$ cat config.mk
export PLATFORM = sky130hd
export DESIGN_NAME = hdmi_audio_sample_sched
export DESIGN_NICKNAME = d
export VERILOG_FILES = /design/src/rtl/hdmi_audio_sample_sched.sv
export SDC_FILE = /design/constraint.sdc
export NUM_CORES = 1
export LEC_CHECK = 0
export ABC_AREA = 1
export CORE_ASPECT_RATIO = 0.8
export CORE_MARGIN = 2
export CORE_UTILIZATION = 35
export CTS_CLUSTER_DIAMETER = 80
export DETAILED_ROUTE_END_ITERATION = 10
export SYNTH_ARGS = -nofsm -noshare
export SYNTH_HDL_FRONTEND = slang
export SYNTH_SLANG_ARGS = --single-unit
$ cat constraint.sdc
create_clock -name clk -period 4.8 [get_ports clk]
set_input_delay 0.48 -clock clk [delete_from_list [all_inputs] [get_ports clk]]
set_output_delay 0.48 -clock clk [all_outputs]
set_load 0.1 [all_outputs]
$ cat src/rtl/hdmi_audio_sample_sched.sv
// HDMI audio sample scheduler: fractional-rate strobe generator,
// stereo sample capture and a small drain FIFO with block-start flags.
module hdmi_audio_sample_sched #(
    parameter int CLK_HZ     = 74250000,
    parameter int SAMPLE_HZ  = 48000,
    parameter int FIFO_DEPTH = 4,
    parameter int FRAME_LEN  = 192
) (
    input  logic                          clk,
    input  logic                          rst_n,
    input  logic                          enable,
    output logic                          sample_ena,
    input  logic signed [15:0]            audio_l,
    input  logic signed [15:0]            audio_r,
    output logic                          pkt_valid,
    input  logic                          pkt_ready,
    output logic signed [15:0]            pkt_left,
    output logic signed [15:0]            pkt_right,
    output logic                          pkt_block_start,
    output logic [$clog2(FIFO_DEPTH):0]   fifo_level,
    output logic                          overflow
);

    localparam int ACC_W = $clog2(CLK_HZ) + 1;
    localparam int PTR_W = $clog2(FIFO_DEPTH);
    localparam int LVL_W = PTR_W + 1;
    localparam int FRM_W = (FRAME_LEN > 1) ? $clog2(FRAME_LEN) : 1;

    localparam logic [ACC_W-1:0] STEP  = ACC_W'(SAMPLE_HZ);
    localparam logic [ACC_W-1:0] LIMIT = ACC_W'(CLK_HZ);
    localparam logic [FRM_W-1:0] FRM_LAST = FRM_W'(FRAME_LEN - 1);
    localparam logic [LVL_W-1:0] FULL_LVL = LVL_W'(FIFO_DEPTH);

    logic [ACC_W-1:0] acc;
    logic [ACC_W-1:0] nxt;
    logic             capture_pending;
    logic [FRM_W-1:0] frame_cnt;

    logic [PTR_W-1:0] wptr;
    logic [PTR_W-1:0] rptr;
    logic [LVL_W-1:0] level;

    logic signed [15:0] mem_l  [FIFO_DEPTH];
    logic signed [15:0] mem_r  [FIFO_DEPTH];
    logic               mem_bs [FIFO_DEPTH];

    logic full;
    logic pop;
    logic push;
    logic drop;

    // acc < CLK_HZ and SAMPLE_HZ < CLK_HZ, so the sum fits in ACC_W bits
    assign nxt = acc + STEP;

    always_ff @(posedge clk or negedge rst_n) begin
        if (!rst_n) begin
            acc             <= '0;
            sample_ena      <= 1'b0;
            capture_pending <= 1'b0;
        end else if (!enable) begin
            acc             <= '0;
            sample_ena      <= 1'b0;
            capture_pending <= 1'b0;
        end else begin
            capture_pending <= sample_ena;
            if (nxt >= LIMIT) begin
                acc        <= nxt - LIMIT;
                sample_ena <= 1'b1;
            end else begin
                acc        <= nxt;
                sample_ena <= 1'b0;
            end
        end
    end

    // Frame position advances on every capture attempt, dropped or not
    always_ff @(posedge clk or negedge rst_n) begin
        if (!rst_n) begin
            frame_cnt <= '0;
        end else if (!enable) begin
            frame_cnt <= '0;
        end else if (capture_pending) begin
            frame_cnt <= (frame_cnt == FRM_LAST) ? '0 : frame_cnt + 1'b1;
        end
    end

    assign full      = (level == FULL_LVL);
    assign pkt_valid = (level != '0);
    assign pop       = pkt_valid & pkt_ready;
    assign push      = capture_pending & (~full | pop);
    assign drop      = capture_pending & full & ~pop;

    always_ff @(posedge clk or negedge rst_n) begin
        if (!rst_n) begin
            for (int i = 0; i < FIFO_DEPTH; i++) begin
                mem_l[i]  <= '0;
                mem_r[i]  <= '0;
                mem_bs[i] <= 1'b0;
            end
        end else if (push) begin
            mem_l[wptr]  <= audio_l;
            mem_r[wptr]  <= audio_r;
            mem_bs[wptr] <= (frame_cnt == '0);
        end
    end

    always_ff @(posedge clk or negedge rst_n) begin
        if (!rst_n) begin
            wptr     <= '0;
            rptr     <= '0;
            level    <= '0;
            overflow <= 1'b0;
        end else begin
            if (push) begin
                wptr <= wptr + 1'b1;
            end
            if (pop) begin
                rptr <= rptr + 1'b1;
            end
            if (push && !pop) begin
                level <= level + 1'b1;
            end else if (pop && !push) begin
                level <= level - 1'b1;
            end
            if (drop) begin
                overflow <= 1'b1;
            end
        end
    end

    assign pkt_left        = mem_l[rptr];
    assign pkt_right       = mem_r[rptr];
    assign pkt_block_start = mem_bs[rptr];
    assign fifo_level      = level;

endmodule
-- Word level (Yosys, flattened, before mapping)
Cells that the tools add are included.
- register bits: 178
- logic and storage cells: 77
- output and inout bits: 39
- reduce and logical (&&, ||, !) cells: 8
- mux-type cells: 26
- magnitude comparators: 4
- eq/ne operators: 3
- bitwise gates (word level): 9
- add/sub/neg operators: 7
- operator list (kind ; count):
    $bwmux W64 ; 2
    $mux W16 ; 5
    $bmux W16 S2 ; 2
    $mux W28 ; 2
    $demux W16 S2 ; 1
    $add A28 B16 Y28 const B ; 1
    $ge A28 B27 Y1 const B ; 1
    $sub A28 B27 Y28 const B ; 1
    $mux W8 ; 3
    $add A8 B1 Y8 const B ; 1
    $eq A8 B8 Y1 const B ; 1
    $logic_not A8 Y1 ; 1
    $ge A3 B3 Y1 const B ; 2
    $mux W1 ; 6
    $mux W3 ; 2
    $not A2 Y3 ; 2
    $add A2 B1 Y2 const B ; 2
    $and A1 B1 Y1 ; 4
    $bwmux W4 ; 1
    $add A3 B1 Y3 const B ; 1
    $eq A3 B3 Y1 const B ; 1
    $logic_and A1 B1 Y1 ; 3
    $lt A3 B1 Y1 const B ; 1
    $reduce_bool A3 Y1 ; 1
    8 further kinds ; 10

-- Longest topological paths before layout
- word-level depth: 8
- gate-level depth with buffers: 19
- mapped depth without buffers: 18

-- Least setup slack after synthesis
Ideal clock, no wire load.
- kind: register to register
- start point: reg level[0] (netlist: fifo_level[0])
- end point: reg level[2] (netlist: fifo_level[2])
- cell stages (with the launch flop): 13
- library setup time: 0.131 ns
- arrival: 3.338 ns
- required time: 4.669 ns
- period minus slack after synthesis: 3.469 ns
- setup slack: 1.331 ns
- cells stage by stage: dfrtp_1 > nor2_1 > nand2_1 > nand2_1 > nand3_1 > nand2_1 > inv_1 > ha_1 > inv_1 > fa_1 > a21oi_1 > o21ai_0 > xor2_1
- cells in the longest elaborated chain, start to end: 7
- elaborated cells between the ends (all ways): 15
- those cells by class: 2 x add/sub; 1 x eq/ne; 2 x mux; 4 x bitwise; 6 x reduce/logical
- ends and longest elaborated chain (what ; line ; RTL):
    start, declared ; 41 ; logic [LVL_W-1:0] level;
    start signal, assigned ; 121 ; level <= level + 1'b1;
    start signal, assigned ; 123 ; level <= level - 1'b1;
    $reduce_bool A3 Y1 * ; 88 ; assign pkt_valid = (level != '0);
    net pkt_valid ; 15 ; output logic pkt_valid,
    $and A1 B1 Y1 * ; 89 ; assign pop = pkt_valid & pkt_ready;
    $or A1 B1 Y1 * ; 90 ; assign push = capture_pending & (~full | pop);
    $and A1 B1 Y1 * ; 90 ;
    net push ; 49 ; logic push;
    $logic_not A1 Y1 ; 122 ; end else if (pop && !push) begin
    $logic_and A1 B1 Y1 ; 122 ;
    $reduce_bool A2 Y1 (no line) ; -- ;
Mark *: on every way through the listed nets, which the timed path passes. The rest lies on a longest branch. The select of a mux whose other input is x is not followed.
A chain may end at the register's enable or synchronous reset.

-- Final worst setup path
- start point: reg rptr[1]
- end point: out pkt_right[10]
- cells in the longest elaborated chain, start to end: 4
- ends and longest elaborated chain (what ; line ; RTL):
    start, declared ; 40 ; logic [PTR_W-1:0] rptr;
    start signal, assigned ; 118 ; rptr <= rptr + 1'b1;
    $not A2 Y3 (implied by the code) ; 132 ; assign pkt_right = mem_r[rptr];
    $bmux W16 S2 ; 132 ;
    $mux W16 (implied by the code) (2 in series) ; 132 ;
    end, declared ; 18 ; output logic signed [15:0] pkt_right,
No other way between the ends. The select of a mux whose other input is x is not followed.

==> Implementation_results.wiki <==
{| class="wikitable"
! Metric !! Value
|-
| Height of the chip || 149 um
|-
| Slew at the pin closest to its max-slew limit || 1.19 ns
|-
| Maximum vdd ir drop || 0.668 mV
|-
| Clock transition at the register clock pins on the worst setup and hold paths after CTS || 0.07 ns
|-
| Later-pin clock latency in the skew report || 0.44 ns
|-
| Post-layout worst setup margin || ~1.5 ns
|-
| IO buf count || 74
|-
| Final critical-path share of the clock period || 0.681
|-
| Largest cells by area after synthesis || sky130_fd_sc_hd__dfrtp_1 47%, sky130_fd_sc_hd__mux2_2 16%, sky130_fd_sc_hd__nand2_1 6.9%, sky130_fd_sc_hd__nor2_1 5.3%, sky130_fd_sc_hd__o21ai_0 4.0%
|-
| Aggregate global-route resource usage || 0.164
|-
| Int Power || 0.00300 W
|-
| Post_cts resized || 0
|-
| Congestion Overflow GR || 0
|-
| Routing usage on met2 || 0.248
|-
| Final Max Tran Viols || 0
|-
| Starting density of the core || 0.353
|-
| Power density over the cells || between 500 and 600 nW/um^2
|-
| Share of the synthesized area in the top cell type || 0.472
|-
| Data arrival time of the critical path || ~2.8 ns
|-
| Hold Path Class || in2async
|-
| Met1 track utilization from global routing || 0.246
|-
| Standard cell core area || approximately 26,000 um^2
|-
| Routability Congestion || 0.834
|-
| Number of placement rows || 53
|-
| Count of clock tree sinks || 174
|-
| Buffers inserted by post-CTS timing repair || 0
|-
| TritonCTS clock tree || built
|-
| Pre-antenna DRT Iters || 5
|-
| CTS root buf || sky130_fd_sc_hd__clkbuf_16
|-
| Top fanout value on the critical path || 35
|-
| Proportion of synthesized chip area in sequential cells || 0.472
|-
| Clock skew || 0.0153 ns
|-
| Post-synth cell types || 37
|-
| Final total negative setup slack || 0 ns
|-
| Busiest metal layer after global routing || met2
|-
| Number of enable flip-flop cells after synthesis || 0
|-
| Cell area after technology mapping || 9230 um^2
|-
| Maximum level of the CTS H-tree || 4
|-
| Psw || 0.00328 W
|-
| Result of the run || finished clean
|-
| Clock share of power || 0.233
|-
| Global-route wire length before repair || 36,200 um
|-
| Leakage component of the power || around 5.3 nW
|-
| Final routed wire length divided by cell count || 15.3 um
|-
| Die area || 27,700 um^2
|-
| Ys flop type || sky130_fd_sc_hd__dfrtp_1
|-
| Worst slack after detailed placement || around 1.7 ns
|-
| Final count of negative-setup-slack endpoints || 0
|-
| Share of synthesized flip-flops with an asynchronous set or reset || 1.00
|-
| Post-layout minimum cycle time || 3.27 ns
|-
| DP Wirelength || 14,000 um
|-
| Via count || roughly 7.2k
|-
| NumNets Final || 1,106
|-
| Routed via count divided by cell count || 5.02
|-
| Kind of critical path || reg2out
|-
| Die width || 186 um
|-
| Final hold violation count || 0
|-
| Maximum root-to-sink buffer count || 2
|-
| Category of the worst setup path capture point || primary output
|-
| Fraction of power consumed by sequential logic || 0.256
|-
| RSZ-0062 raised after global routing || false
|-
| Relative area change from synthesis to final layout || 17.6%
|-
| Met3 routing resource usage after global routing || 0.0220
|-
| Number of nets with antenna violations after routing || 0
|-
| Most frequent cells after synthesis || 174 x sky130_fd_sc_hd__dfrtp_1, 169 x sky130_fd_sc_hd__nand2_1, 133 x sky130_fd_sc_hd__mux2_2, 131 x sky130_fd_sc_hd__nor2_1, 74 x sky130_fd_sc_hd__o21ai_0
|-
| Number of global-route vias before repair || 6,912
|-
| Synth Instances || 1,001
|-
| Antenna violations before repair || 1
|-
| Number of top-level design ports || 75
|-
| FF+latch count, synth || roughly 170
|-
| Logic pwr share || 0.511
|-
| Syn_nets || 1,049
|-
| Maximum clock frequency || around 0.31 GHz
|-
| Initial detailed-routing violation count || 570
|-
| Register-to-register setup slack || 1.65 ns
|-
| Slew HR || 0.203
|-
| Cts bufs inserted || 17
|-
| Origin of the critical flop-to-flop path || acc[7]
|-
| Mapped Avg Cell Area || approximately 9 um^2
|-
| Critical Path Source Type || flop
|-
| Cells on worst reg2reg path || 16
|-
| Fraction of layout cells with a size suffix above 1 || 0.233
|-
| Dominant cell by count in the synthesized netlist || sky130_fd_sc_hd__dfrtp_1
|-
| Synth area leader || sky130_fd_sc_hd__dfrtp_1
|-
| Pin count of the biggest net entering global routing || 110
|-
| Switching power as a share of total power || 0.522
|-
| Total of warnings raised by yosys || 0
|-
| DRC violations left || 0
|-
| Worst reg2reg endpoint || acc[5]
|-
| Data required, critical path || 4.32 ns
|-
| Total routed wirelength || 21,800 um
|-
| Max_cap viols || 0
|-
| Hold buffer count at CTS || 0
|}
final cells by class:
cell class / count / area (um^2)
clock inverters: 15 / 213
well taps: 357 / 447
repair buffers: 80 / 704
clock buffers: 17 / 425
diodes: 1 / 2.50
inverters: 72 / 270
fillers: 2600 / 15300
flip-flops and latches: 174 / 4360
multi-input cells: 713 / 4440
power groups by stage:
stage / Sequential, W / Combinational (W) / Clock [W]
3_5_place_dp: 0.00164 / 0.00321 / 0
3_3_place_gp: 0.00164 / 0.00323 / 0
2_1_floorplan: 0.00172 / 0.00242 / 0
6_report: 0.00161 / 0.00321 / 0.00146
4_1_cts: 0.00161 / 0.00322 / 0.00150
5_1_grt: 0.00162 / 0.00341 / 0.00155
layout by cell type (no fill, tap or decap), types with 4 or more instances in the layout:
cell type and instances:
sky130_fd_sc_hd__dfrtp_1 173, sky130_fd_sc_hd__a21oi_1 12, sky130_fd_sc_hd__nor2_2 4, sky130_fd_sc_hd__nor2_1 127, sky130_fd_sc_hd__clkinv_8 5, sky130_fd_sc_hd__o21ai_0 74, sky130_fd_sc_hd__xor2_1 17, sky130_fd_sc_hd__clkdlybuf4s50_1 40
sky130_fd_sc_hd__nor3_1 6, sky130_fd_sc_hd__inv_1 60, sky130_fd_sc_hd__clkbuf_16 17, sky130_fd_sc_hd__nand2_2 13, sky130_fd_sc_hd__mux2_2 133, sky130_fd_sc_hd__inv_8 6, sky130_fd_sc_hd__nand3_1 57, sky130_fd_sc_hd__o22ai_1 33
sky130_fd_sc_hd__buf_4 39, sky130_fd_sc_hd__nand4_1 28, sky130_fd_sc_hd__inv_2 11, sky130_fd_sc_hd__nand2_1 169, sky130_fd_sc_hd__nor2_4 7, sky130_fd_sc_hd__ha_1 11
layer usage:
metal  part of all wire  up-vias
li1                   -     3504
met1               0.51     3523
met2               0.45      128
met3              0.027       15
met4             0.0099        0
met5                  0        -
state kept, by name, indices dropped and copies added (netlist names):
register         count
mem_l               64
mem_r               64
acc                 24
frame_cnt            8
mem_bs               4
fifo_level           3
rptr                 2
wptr                 2
capture_pending      1
overflow             1
sample_ena           1
how the worst max path moves through the flow:
stage / depth (start not counted) / slack (ns) / from / end
after floorplan: 12 / 1.33 / fifo_level[0] / fifo_level[2]
after global placement: 6 / 1.73 / pkt_ready / mem_l[23]
after detailed placement: 13 / 1.70 / acc[7] / acc[4]
after CTS: 5 / 1.47 / rptr[1] / pkt_right[10]
after global routing: 5 / 1.28 / rptr[1] / pkt_right[10]
final: 5 / 1.53 / rptr[1] / pkt_right[10]
worst max-delay path, stage by stage (launching register included):
cell and delay [ns]:
sky130_fd_sc_hd__dfrtp_1 0.36, sky130_fd_sc_hd__buf_4 0.25, sky130_fd_sc_hd__inv_1 0.87, sky130_fd_sc_hd__o21ai_0 0.22, sky130_fd_sc_hd__o22ai_1 0.28, sky130_fd_sc_hd__buf_4 0.35
kinds of logic after synthesis:
| kind of cell | share of synthesized area |
|---|---|
| xor+xnor | 0.0180 |
| mux | 0.162 |
| compound gates | 0.0767 |
| flops | 0.472 |
| simple gates | 0.204 |
| buf+inv | 0.0504 |
| fa+ha+maj | 0.0171 |
through the flow:
step | instance area [um^2] | total power [W] | util | hold WS [ns] | cells
2_1_floorplan | 9230 | 0.00413 | - | 0.184 | 1001
3_3_place_gp | 10200 | 0.00486 | 0.391 | 0.457 | 1396
3_5_place_dp | 10200 | 0.00484 | 0.391 | 0.461 | 1396
4_1_cts | 10900 | 0.00632 | 0.416 | 0.214 | 1428
5_1_grt | 10900 | 0.00658 | 0.416 | 0.259 | 1429
6_report | 10900 | 0.00628 | 0.416 | 0.154 | 1429
(Power assumes the default switching activity.)
